[config.mk]
export PLATFORM = sky130hd
export DESIGN_NAME = hazard_stall_controller
export DESIGN_NICKNAME = d
export VERILOG_FILES = /design/src/rtl/hazard_stall_controller.sv
export SDC_FILE = /design/constraint.sdc
export NUM_CORES = 1
export LEC_CHECK = 0
export ABC_AREA = 1
export BUFFER_PORTS_ARGS = -buffer_cell sky130_fd_sc_hd__buf_2
export CAP_MARGIN = 20
export CORE_UTILIZATION = 41
export CTS_CLUSTER_DIAMETER = 40
export CTS_CLUSTER_SIZE = 24
export DETAILED_ROUTE_END_ITERATION = 10
export GPL_ROUTABILITY_DRIVEN = 0
export PLACE_DENSITY_LB_ADDON = 0.2
export SLEW_MARGIN = 10
export SYNTH_ARGS = -nofsm -noshare
export SYNTH_HDL_FRONTEND = slang
export SYNTH_SLANG_ARGS = --single-unit
[constraint.sdc]
create_clock -name clk_i -period 2.26 [get_ports clk_i]
set_input_delay 0.226 -clock clk_i [delete_from_list [all_inputs] [get_ports clk_i]]
set_output_delay 0.226 -clock clk_i [all_outputs]
set_load 0.005 [all_outputs]
[src/rtl/hazard_stall_controller.sv]
// Hazard/stall controller for the 5-stage pipeline: load-use bubbles, taken-branch
// flushes, data-memory wait freezes, saturating perf counters and a sticky timeout.
module hazard_stall_controller #(
    parameter int MAX_WAIT = 16,
    parameter int CNT_W    = 16
) (
    input  logic             clk_i,
    input  logic             rst_i,
    input  logic [4:0]       IDRs1_i,
    input  logic [4:0]       IDRs2_i,
    input  logic             IDUsesRs1_i,
    input  logic             IDUsesRs2_i,
    input  logic             EXMemRead_i,
    input  logic [4:0]       EXRd_i,
    input  logic             IDBranchTaken_i,
    input  logic             MEMMemRead_i,
    input  logic             MEMMemWrite_i,
    input  logic             DMemAck_i,
    output logic             DMemReq_o,
    output logic             PCWrite_o,
    output logic             IFIDWrite_o,
    output logic             IFIDFlush_o,
    output logic             NoOp_o,
    output logic             Stall_o,
    output logic             Timeout_o,
    output logic [CNT_W-1:0] StallCycles_o,
    output logic [CNT_W-1:0] BubbleCount_o,
    output logic [CNT_W-1:0] FlushCount_o,
    output logic [0:0]       FsmState_o
);
    localparam logic [0:0] RUN     = 1'b0;
    localparam logic [0:0] MEMWAIT = 1'b1;
    localparam logic [7:0] WAIT_LIM = 8'(MAX_WAIT - 1);
    localparam logic [CNT_W-1:0] CNT_MAX = '1;

    logic [0:0]       state_q, state_d;
    logic [7:0]       wait_q, wait_d, wait_inc;
    logic             timeout_q, timeout_d;
    logic [CNT_W-1:0] stall_cnt_q, stall_cnt_d;
    logic [CNT_W-1:0] bubble_cnt_q, bubble_cnt_d;
    logic [CNT_W-1:0] flush_cnt_q, flush_cnt_d;
    logic             memop, loaduse, freeze;

    // Memory handshake: DMemReq_o stays high while a load/store sits in MEM; the
    // access completes in the cycle DMemAck_i is high, and that cycle is unfrozen.
    assign memop   = MEMMemRead_i | MEMMemWrite_i;
    assign loaduse = EXMemRead_i && (EXRd_i != 5'd0) &&
                     ((IDUsesRs1_i && (EXRd_i == IDRs1_i)) ||
                      (IDUsesRs2_i && (EXRd_i == IDRs2_i)));
    assign freeze  = !rst_i && memop && !DMemAck_i;

    always_comb begin
        DMemReq_o   = memop;
        PCWrite_o   = 1'b1;
        IFIDWrite_o = 1'b1;
        IFIDFlush_o = 1'b0;
        NoOp_o      = 1'b0;
        Stall_o     = 1'b0;
        if (rst_i) begin
            DMemReq_o   = 1'b0;
            PCWrite_o   = 1'b0;
            IFIDWrite_o = 1'b0;
            NoOp_o      = 1'b1;
        end else if (freeze) begin
            Stall_o     = 1'b1;
            PCWrite_o   = 1'b0;
            IFIDWrite_o = 1'b0;
        end else if (loaduse) begin
            PCWrite_o   = 1'b0;
            IFIDWrite_o = 1'b0;
            NoOp_o      = 1'b1;
        end else if (IDBranchTaken_i) begin
            IFIDFlush_o = 1'b1;
        end
    end

    always_comb begin
        state_d   = freeze ? MEMWAIT : RUN;
        wait_inc  = (wait_q == 8'hFF) ? wait_q : wait_q + 8'd1;
        wait_d    = 8'd0;
        timeout_d = timeout_q;
        // Timeout fires when the count including this wait cycle reaches MAX_WAIT-1.
        if (state_q == MEMWAIT && freeze) begin
            wait_d = wait_inc;
            if (wait_inc == WAIT_LIM)
                timeout_d = 1'b1;
        end
        stall_cnt_d  = (Stall_o && stall_cnt_q != CNT_MAX) ? stall_cnt_q + 1'b1 : stall_cnt_q;
        bubble_cnt_d = (NoOp_o && bubble_cnt_q != CNT_MAX) ? bubble_cnt_q + 1'b1 : bubble_cnt_q;
        flush_cnt_d  = (IFIDFlush_o && flush_cnt_q != CNT_MAX) ? flush_cnt_q + 1'b1 : flush_cnt_q;
    end

    always_ff @(posedge clk_i) begin
        if (rst_i) begin
            state_q      <= RUN;
            wait_q       <= 8'd0;
            timeout_q    <= 1'b0;
            stall_cnt_q  <= '0;
            bubble_cnt_q <= '0;
            flush_cnt_q  <= '0;
        end else begin
            state_q      <= state_d;
            wait_q       <= wait_d;
            timeout_q    <= timeout_d;
            stall_cnt_q  <= stall_cnt_d;
            bubble_cnt_q <= bubble_cnt_d;
            flush_cnt_q  <= flush_cnt_d;
        end
    end

    assign Timeout_o     = timeout_q;
    assign StallCycles_o = stall_cnt_q;
    assign BubbleCount_o = bubble_cnt_q;
    assign FlushCount_o  = flush_cnt_q;
    assign FsmState_o    = state_q;
endmodule

# Word-level counts from Yosys, hierarchy flattened
# Cells that the tools add are included.
dict set report word_totals {
  inputBits 24
  elab_cells 49
  reg_bits 58
  output_inout_bits 56
}
dict set report op_classes {
  reduce_logical 16
  bitwise_logic 2
  n_addsub 4
  muxes 14
  eq_ne 7
}
# op count
set op_table {}
lappend op_table {{$add 16x1->16 const B} 3}
lappend op_table {{$ne 16x16->1 const B} 3}
lappend op_table {{$mux 1} 13}
lappend op_table {{$eq 5x5->1} 2}
lappend op_table {{$logic_and 1x1->1} 10}
lappend op_table {{$add 8x1->8 const B} 1}
lappend op_table {{$eq 8x4->1 const B} 1}
lappend op_table {{$eq 8x8->1 const B} 1}
lappend op_table {{$mux 8} 1}
lappend op_table {{$reduce_bool 5->1} 1}
lappend op_table {{$logic_not 1->1} 2}
lappend op_table {{$reduce_and 2->1} 1}
lappend op_table {{$reduce_or 2->1} 1}
lappend op_table {{$logic_or 1x1->1} 1}
lappend op_table {{$not 1->1} 1}
lappend op_table {{$or 1x1->1} 1}

# Depth between registers and ports, before layout
# Gate-level depths: netlist of the first run.
dict set report logic_depth {
  depth_word 8
  ltp_mapped 13
  depth_no_buf 12
}

# Worst setup path after synthesis of the first run
# Ideal clock, no wire load.
dict set report synth_timing {
  path_kind {register to register}
  from {register bubble_cnt_q[0] (netlist: BubbleCount_o[0])}
  to {register bubble_cnt_q[5] (netlist: BubbleCount_o[5])}
  required_time_ps 2129
  t_arrival_ps 1555
  path_stages_with_launch 9
  slack_ps 575
  path_cell_list {dfxtp_1 ha_1 nand2_1 nor3_4 nand3_1 nand3b_4 buf_2 nand3_1 a21oi_2}
}
dict set report synth_via {
  elab_chain_len 2
  word_cells_on_any_way 3
  cone_classes {1 x add/sub; 1 x eq/ne; 1 x reduce/logical}
}
# item line_no
set synth_lines {}
lappend synth_lines {{start, declared} 40} ;# logic [CNT_W-1:0] bubble_cnt_q, bubble_cnt_d;
lappend synth_lines {{start signal, assigned} 106} ;# bubble_cnt_q <= bubble_cnt_d;
lappend synth_lines {{branches (longest 2 deep; another with $add 16x1->16)} --}
# Several ways; the timed one is not identified.
# A chain may end at the register's enable or synchronous reset.

# Worst setup path after layout of the first run
dict set report layout_timing {
  from {register bubble_cnt_q[0] (netlist: BubbleCount_o[0])}
  to {register bubble_cnt_q[0] (netlist: BubbleCount_o[0])}
}
# The elaborated chain is that of the path after synthesis.

==> results of run 1 <==
==> flip-flops by register name, indices dropped and copies added, names as in the netlist <==
register and cells:
BubbleCount_o 16, FlushCount_o 16, FsmState_o 1, StallCycles_o 16, Timeout_o 1, wait_q 8
==> cell type report <==
cell class	count	share of cell area, %
multi-input cells	391	46.4
flip-flops and latches	58	28.2
repair buffers	85	10.7
inverters	72	6.61
clock buffers	11	3.68
well taps	102	3.11
clock inverters	5	1.28
==> synth_stat cells, types with 4 or more instances <==
library cell and instances:
ha_1 4, clkbuf_1 4, xor2_1 17, inv_1 67, o21ai_0 10, xnor2_1 9, nand3_1 34, a21oi_1 28
inv_2 4, nand4_1 8, nand2_1 151, nor3_1 14, nor2_1 88, dfxtp_1 58
==> logic make-up (layout without fill, tap and decap cells) <==
logic type      Yosys count  count (layout)  share of synthesized area (%)
compound gates           49              49                           8.32
fa+ha+maj                 4               4                           1.47
simple gates            312             312                           39.4
flops                    58              58                           34.0
buf+inv                  84             173                           10.2
xor+xnor                 26              26                           6.67
==> per-layer routing <==
metal	up-vias	wire length (um)	GRT usage [%]
met1	1503	3780	24.6
li1	1833	-	-
met2	65	3580	32.7
met5	-	16	0
met4	2	152	6.92
met3	16	352	5.12
==> power by group through the flow <==
| stage | logic, W | registers, W | clock network (W) |
|---|---|---|---|
| after floorplan | 0.000128 | 0.00108 | 0 |
| after CTS | 0.000199 | 0.00106 | 0.00100 |
| final | 0.000197 | 0.00106 | 0.000977 |
| after global placement | 0.000194 | 0.00108 | 0 |
| after detailed placement | 0.000198 | 0.00108 | 0 |
| after global routing | 0.000229 | 0.00106 | 0.00105 |
==> worst paths after layout <==
kind,to,cells past startpoint
setup / recovery,BubbleCount_o[0],9
hold / removal,BubbleCount_o[5],3
setup reg to reg,BubbleCount_o[0],9
hold reg to reg,Timeout_o,2
==> critical path, cell delays in order, from the launching register on <==
cell	delay (ns)
dfxtp_1	0.39
ha_1	0.22
nand2_1	0.11
nor3_4	0.25
nand3_1	0.15
nand3b_4	0.29
nand2_4	0.24
inv_1	0.08
nor2_1	0.09
nor2_1	0.05
==> cells in the final DEF, fill, tap and decap left out, types with 4 or more instances in the layout <==
cell,instances
a21oi_1,28
buf_2,79
buf_4,6
clkbuf_8,11
clkinv_2,4
dfxtp_1,58
ha_1,4
inv_1,67
inv_2,4
nand2_1,151
nand3_1,34
nand4_1,8
nor2_1,88
nor3_1,14
o21ai_0,10
xnor2_1,9
xor2_1,17
==> per-stage QoR <==
stage	total power (W)	util [%]	instance area [um2]	setup slack, ns
2_1_floorplan	0.00121	-	3410	0.575
3_3_place_gp	0.00128	49.5	3910	0.367
3_5_place_dp	0.00128	49.5	3910	0.285
4_1_cts	0.00226	52.1	4110	0.278
5_1_grt	0.00234	52.1	4110	0.100
6_report	0.00223	52.1	4110	0.277
==> out/summary.txt, run 1 <==
Run status -> finished, final reports clean
Cell Pwr Density -> 543 nW/um2
Number of global-route vias before repair -> 3135
Netlist Area Pre-Place -> 3410 um2
Die height -> 93.2 um
Setup TNS -> 0 ns
Number of enable flip-flop cells after synthesis -> 0
Switching share of power -> 24.7%
CTS tree -> built
Seq. cell area -> 1160 um2
Largest net degree at the start of global routing -> 24
Multi-input logic area -> 1910 um2
Placed insts -> 708
Initial core utilization -> 43.3%
Row count -> 32
FMAX -> 504 MHz
Crit Path Max Fanout -> 16
Worst Tran Pin Value -> 0.541 ns
Global-route wire length before repair -> 13.7 mm
Final hold violations -> 0
Async SR Flop Fraction -> 0%
CP arrival -> 2.21 ns
Vias per cell -> 4.72
Final wirelength -> 7.89 mm
Min-delay src -> rst_i
Clock Sinks -> 58
Post-synth top area share -> 34.0%
Share of layout cells above drive strength 1 -> 19.6%
Syn_nets -> 561
Relative slew margins -> 63.9%
Critical Path Start Type -> flop
Routed Antenna Nets -> 0
Initial antenna violation count -> 1
Clk slew on worst S/H paths -> 0.06 ns
Sequential Power Share -> 47.4%
R2R Setup Slk -> 0.28 ns
RSZ-0062 raised after global routing -> no
Fillers -> 817
Die Area -> 8690 um2
Reg2Reg Launch Point -> BubbleCount_o[0]
Global route overflow -> 0
Global-route usage over all layers -> 19.7%
Area leader, netlist -> dfxtp_1
Clock Latency Late Sink -> 0.33 ns
Pre-Repair DR Iteration Count -> 4
Share of the yosys chip area belonging to registers -> 34.0%
Initial DRC Count -> 91
CP startpoint -> BubbleCount_o[0]
# IOs -> 80
Int Power -> 0.00168 W
Clk root buf -> clkbuf_8
Req. time, crit path -> 2.49 ns
Syn Area/Cell -> 6.40 um2
CTS H-tree lvls -> 3
Nets -> 645
Clock tree buffer depth -> 2
Postcts setup bufs -> 0
# DRC -> 0
Critical path type -> reg2reg
Max Cap Violations -> 0
Area grow syn2layout -> 20.4%
Slew Viols, Final -> 0
Post-synth top flop -> dfxtp_1
Gate power share -> 8.8%
Final std cells w/o fill -> 724
DP HPWL -> 5.98 mm
Core ar. -> 7890 um2
Average routed wire per standard cell -> 10.9 um
Die outline width -> 93.2 um
Max IR drop VDD -> 0.239 mV
Cells after synthesis -> 533
Period utilization -> 87.8%
Crit end category -> flop
TritonCTS Buffers -> 9
Minimum clock period -> 1.98 ns
Post-CTS Resized -> 0
Final setup violation count -> 0
Port Buf Inserts -> 79
Final Skew -> 0.00709 ns
Vias post-DR -> 3419
Switch Pwr -> 0.000552 W
Post-CTS Hold Buffers -> 0
HP Class -> in2reg
Worst hold slack -> 0.363 ns
#FFs+latches synth -> 58
Ant. Diodes -> 0
Clock share of power -> 43.8%
Pleak -> 1.93 nW
Synth warn -> 0
Unique masters post-synth -> 35
Synth area leaders -> dfxtp_1, nand2_1, nor2_1, inv_1, nand3_1
No activity file was read; power rests on OpenSTA's default activity.
==> inputs of run 2 (changes only) <==
--- a/config.mk
+++ b/config.mk
@@ -8,7 +8,7 @@
 export ABC_AREA = 1
 export BUFFER_PORTS_ARGS = -buffer_cell sky130_fd_sc_hd__buf_2
 export CAP_MARGIN = 20
-export CORE_UTILIZATION = 41
+export CORE_UTILIZATION = 54
 export CTS_CLUSTER_DIAMETER = 40
 export CTS_CLUSTER_SIZE = 24
 export DETAILED_ROUTE_END_ITERATION = 10
==> run 2 against run 1 <==
  * Combinational power about the same
  * Worst setup slack better by 0.012 ns
  * Worst hold slack worse by 0.19 ns
  * Non-clock buffer count is the same
  * Final cell count fell by 3.9%
  * First-iteration DRC count grew 93%
  * Register-to-register slack is essentially flat
  * Die area fell by 24%
  * Critical path type unchanged
==> out/summary.txt, run 2 (synthesis results as in run 1) <==
Relative slew margins -> 63.1% (was 63.9%)
Ant. Diodes -> 0 (unchanged)
Req. time, crit path -> 2.49 ns (about the same)
Most frequent CP cell -> nor2_1 (unchanged)
Critical Path Start Type -> flop (unchanged)
Slew Viols, Final -> 0 (unchanged)
# DRC -> 0 (unchanged)
Die outline width -> 81.5 um (was 93.2 um)
Final setup violation count -> 0 (unchanged)
CP max stage delay -> 0.39 ns (about the same)
HP Class -> in2reg (unchanged)
Run status -> finished, final reports clean (unchanged)
Critical path type -> reg2reg (unchanged)
Number of global-route vias before repair -> 3136 (was 3135)
Share of layout cells above drive strength 1 -> 19.3% (was 19.6%)
Initial core utilization -> 56.6% (was 43.3%)
Crit Path Max Fanout -> 16 (unchanged)
Final wirelength -> 7.99 mm (was 7.89 mm)
Average routed wire per standard cell -> 11.5 um (was 10.9 um)
Post-placement cell area -> 3870 um2 (was 3910 um2)
Initial DRC Count -> 176 (was 91)
Global-route usage over all layers -> 25.7% (was 19.7%)
Setup WS pre-CTS -> 0.329 ns (was 0.285 ns)
RSZ-0062 raised after global routing -> no (unchanged)
Clk root buf -> clkbuf_8 (unchanged)
Largest net degree at the start of global routing -> 19 (was 24)
CP startpoint -> BubbleCount_o[0] (unchanged)
Final Skew -> 0.0107 ns (was 0.00709 ns)
CTS H-tree lvls -> 3 (unchanged)
FMAX -> 507 MHz (was 504 MHz)
Global route overflow -> 0 (unchanged)
Most frequent cells in the layout -> nand2_1, nor2_1, buf_2 (unchanged)
Area grow syn2layout -> 19.4% (was 20.4%)
Placed insts -> 681 (was 708)
GRT Max-Usage Layer -> met2 (unchanged)
Min-delay src -> rst_i (unchanged)
Routed Antenna Nets -> 0 (unchanged)
Nets -> 645 (unchanged)
Met1 usage -> 31.2% (was 24.6%)
Crit end category -> flop (unchanged)
Core ar. -> 6030 um2 (was 7890 um2)
Die Area -> 6640 um2 (was 8690 um2)
Final hold violations -> 0 (unchanged)
Minimum clock period -> 1.97 ns (was 1.98 ns)
Max IR drop VDD -> 0.438 mV (was 0.239 mV)
Clock Sinks -> 58 (unchanged)
Postcts setup bufs -> 0 (unchanged)
Max Cap Violations -> 0 (unchanged)
Post-Layout Inst Area -> 4080 um2 (was 4110 um2)
Post-CTS Resized -> 0 (unchanged)
CP arrival -> 2.20 ns (was 2.21 ns)
# IOs -> 80 (unchanged)
Worst Tran Pin Value -> 0.549 ns (was 0.541 ns)
Initial antenna violation count -> 0 (was 1)
Final worst slack -> 0.288 ns (was 0.277 ns)
Final std cells w/o fill -> 696 (was 724)
Setup TNS -> 0 ns (unchanged)
CTS tree -> built (unchanged)
Clock Latency Late Sink -> 0.34 ns (was 0.33 ns)
Die height -> 81.5 um (was 93.2 um)
Most common cell after layout, fill and taps aside -> nand2_1 (unchanged)
Clk slew on worst S/H paths -> 0.06 ns (about the same)
Fillers -> 555 (was 817)
CP Cell Sequence -> ha_1 > nand2_1 > nor3_4 > nand3_1 > nand3b_4 > nand2_4 > inv_1 > nor2_1 > nor2_1 (unchanged)
Power Total -> 0.00225 W (was 0.00223 W)
Period utilization -> 87.2% (was 87.8%)
Pre-Repair DR Iteration Count -> 5 (was 4)
Met3 usage -> 7.11% (was 5.12%)
Crit path max-delay cell type -> dfxtp_1 (unchanged)
Post-CTS Hold Buffers -> 0 (unchanged)
Global-route wire length before repair -> 13.2 mm (was 13.7 mm)
Cell Pwr Density -> 553 nW/um2 (was 543 nW/um2)
Met2 Resource Use GR -> 43.1% (was 32.7%)
TritonCTS Buffers -> 9 (unchanged)
DP HPWL -> 5.96 mm (was 5.98 mm)
Pleak -> 1.93 nW (about the same)
Port Buf Inserts -> 79 (unchanged)
Row count -> 28 (was 32)
Vias per cell -> 5.03 (was 4.72)
Clock tree buffer depth -> 2 (unchanged)
Vias post-DR -> 3501 (was 3419)
Reg2Reg Launch Point -> BubbleCount_o[0] (unchanged)
[run 2: critical path, delay by kind of cell (launching register included)]
| family | cells | cell delay (ns) |
|---|---|---|
| and+or+nand+nor | 7 | 1.18 |
| DFF | 1 | 0.39 |
| buffers and inverters | 1 | 0.08 |
| adders and majority gates | 1 | 0.21 |
[run 2: path summary, 6_finish.rpt]
kind | to | slack (ns) | cells past startpoint
min reg2reg | Timeout_o | 0.45 | 2
max reg2reg | BubbleCount_o[0] | 0.29 | 9
min | StallCycles_o[15] | 0.17 | 2
max | BubbleCount_o[0] | 0.29 | 9
[run 2: routing by layer]
layer,vias up,share of wire [%]
li1,1832,-
met1,1558,45
met2,97,48
met3,14,5.6
met4,0,1.3
met5,-,0
[run 2: cell type report]
class                           count  area (um2)  area share (%)
Tap cell                           75        93.8            2.30
Timing Repair Buffer               85         440            10.8
Clock buffer                       13         169            4.14
Sequential cell                    58        1160            28.5
Multi-Input combinational cell    391        1910            46.7
Inverter                           72         272            6.66
Clock inverter                      2        35.0           0.859
[run 2: metrics by stage]
| step | hold WS, ns | utilization (%) |
|---|---|---|
| floorplan | 0.389 | - |
| CTS | 0.141 | 67.6 |
| global route | 0.153 | 67.6 |
| finish | 0.170 | 67.6 |
| global placement | 0.434 | 64.3 |
| detailed placement | 0.448 | 64.3 |
[run 2: power by group]
| part | total [W] | switching [W] | internal, W |
|---|---|---|---|
| logic | 0.000199 | 0.000120 | 0.0000790 |
| clock network | 0.000997 | 0.000405 | 0.000592 |
| registers | 0.00106 | 0.0000191 | 0.00104 |
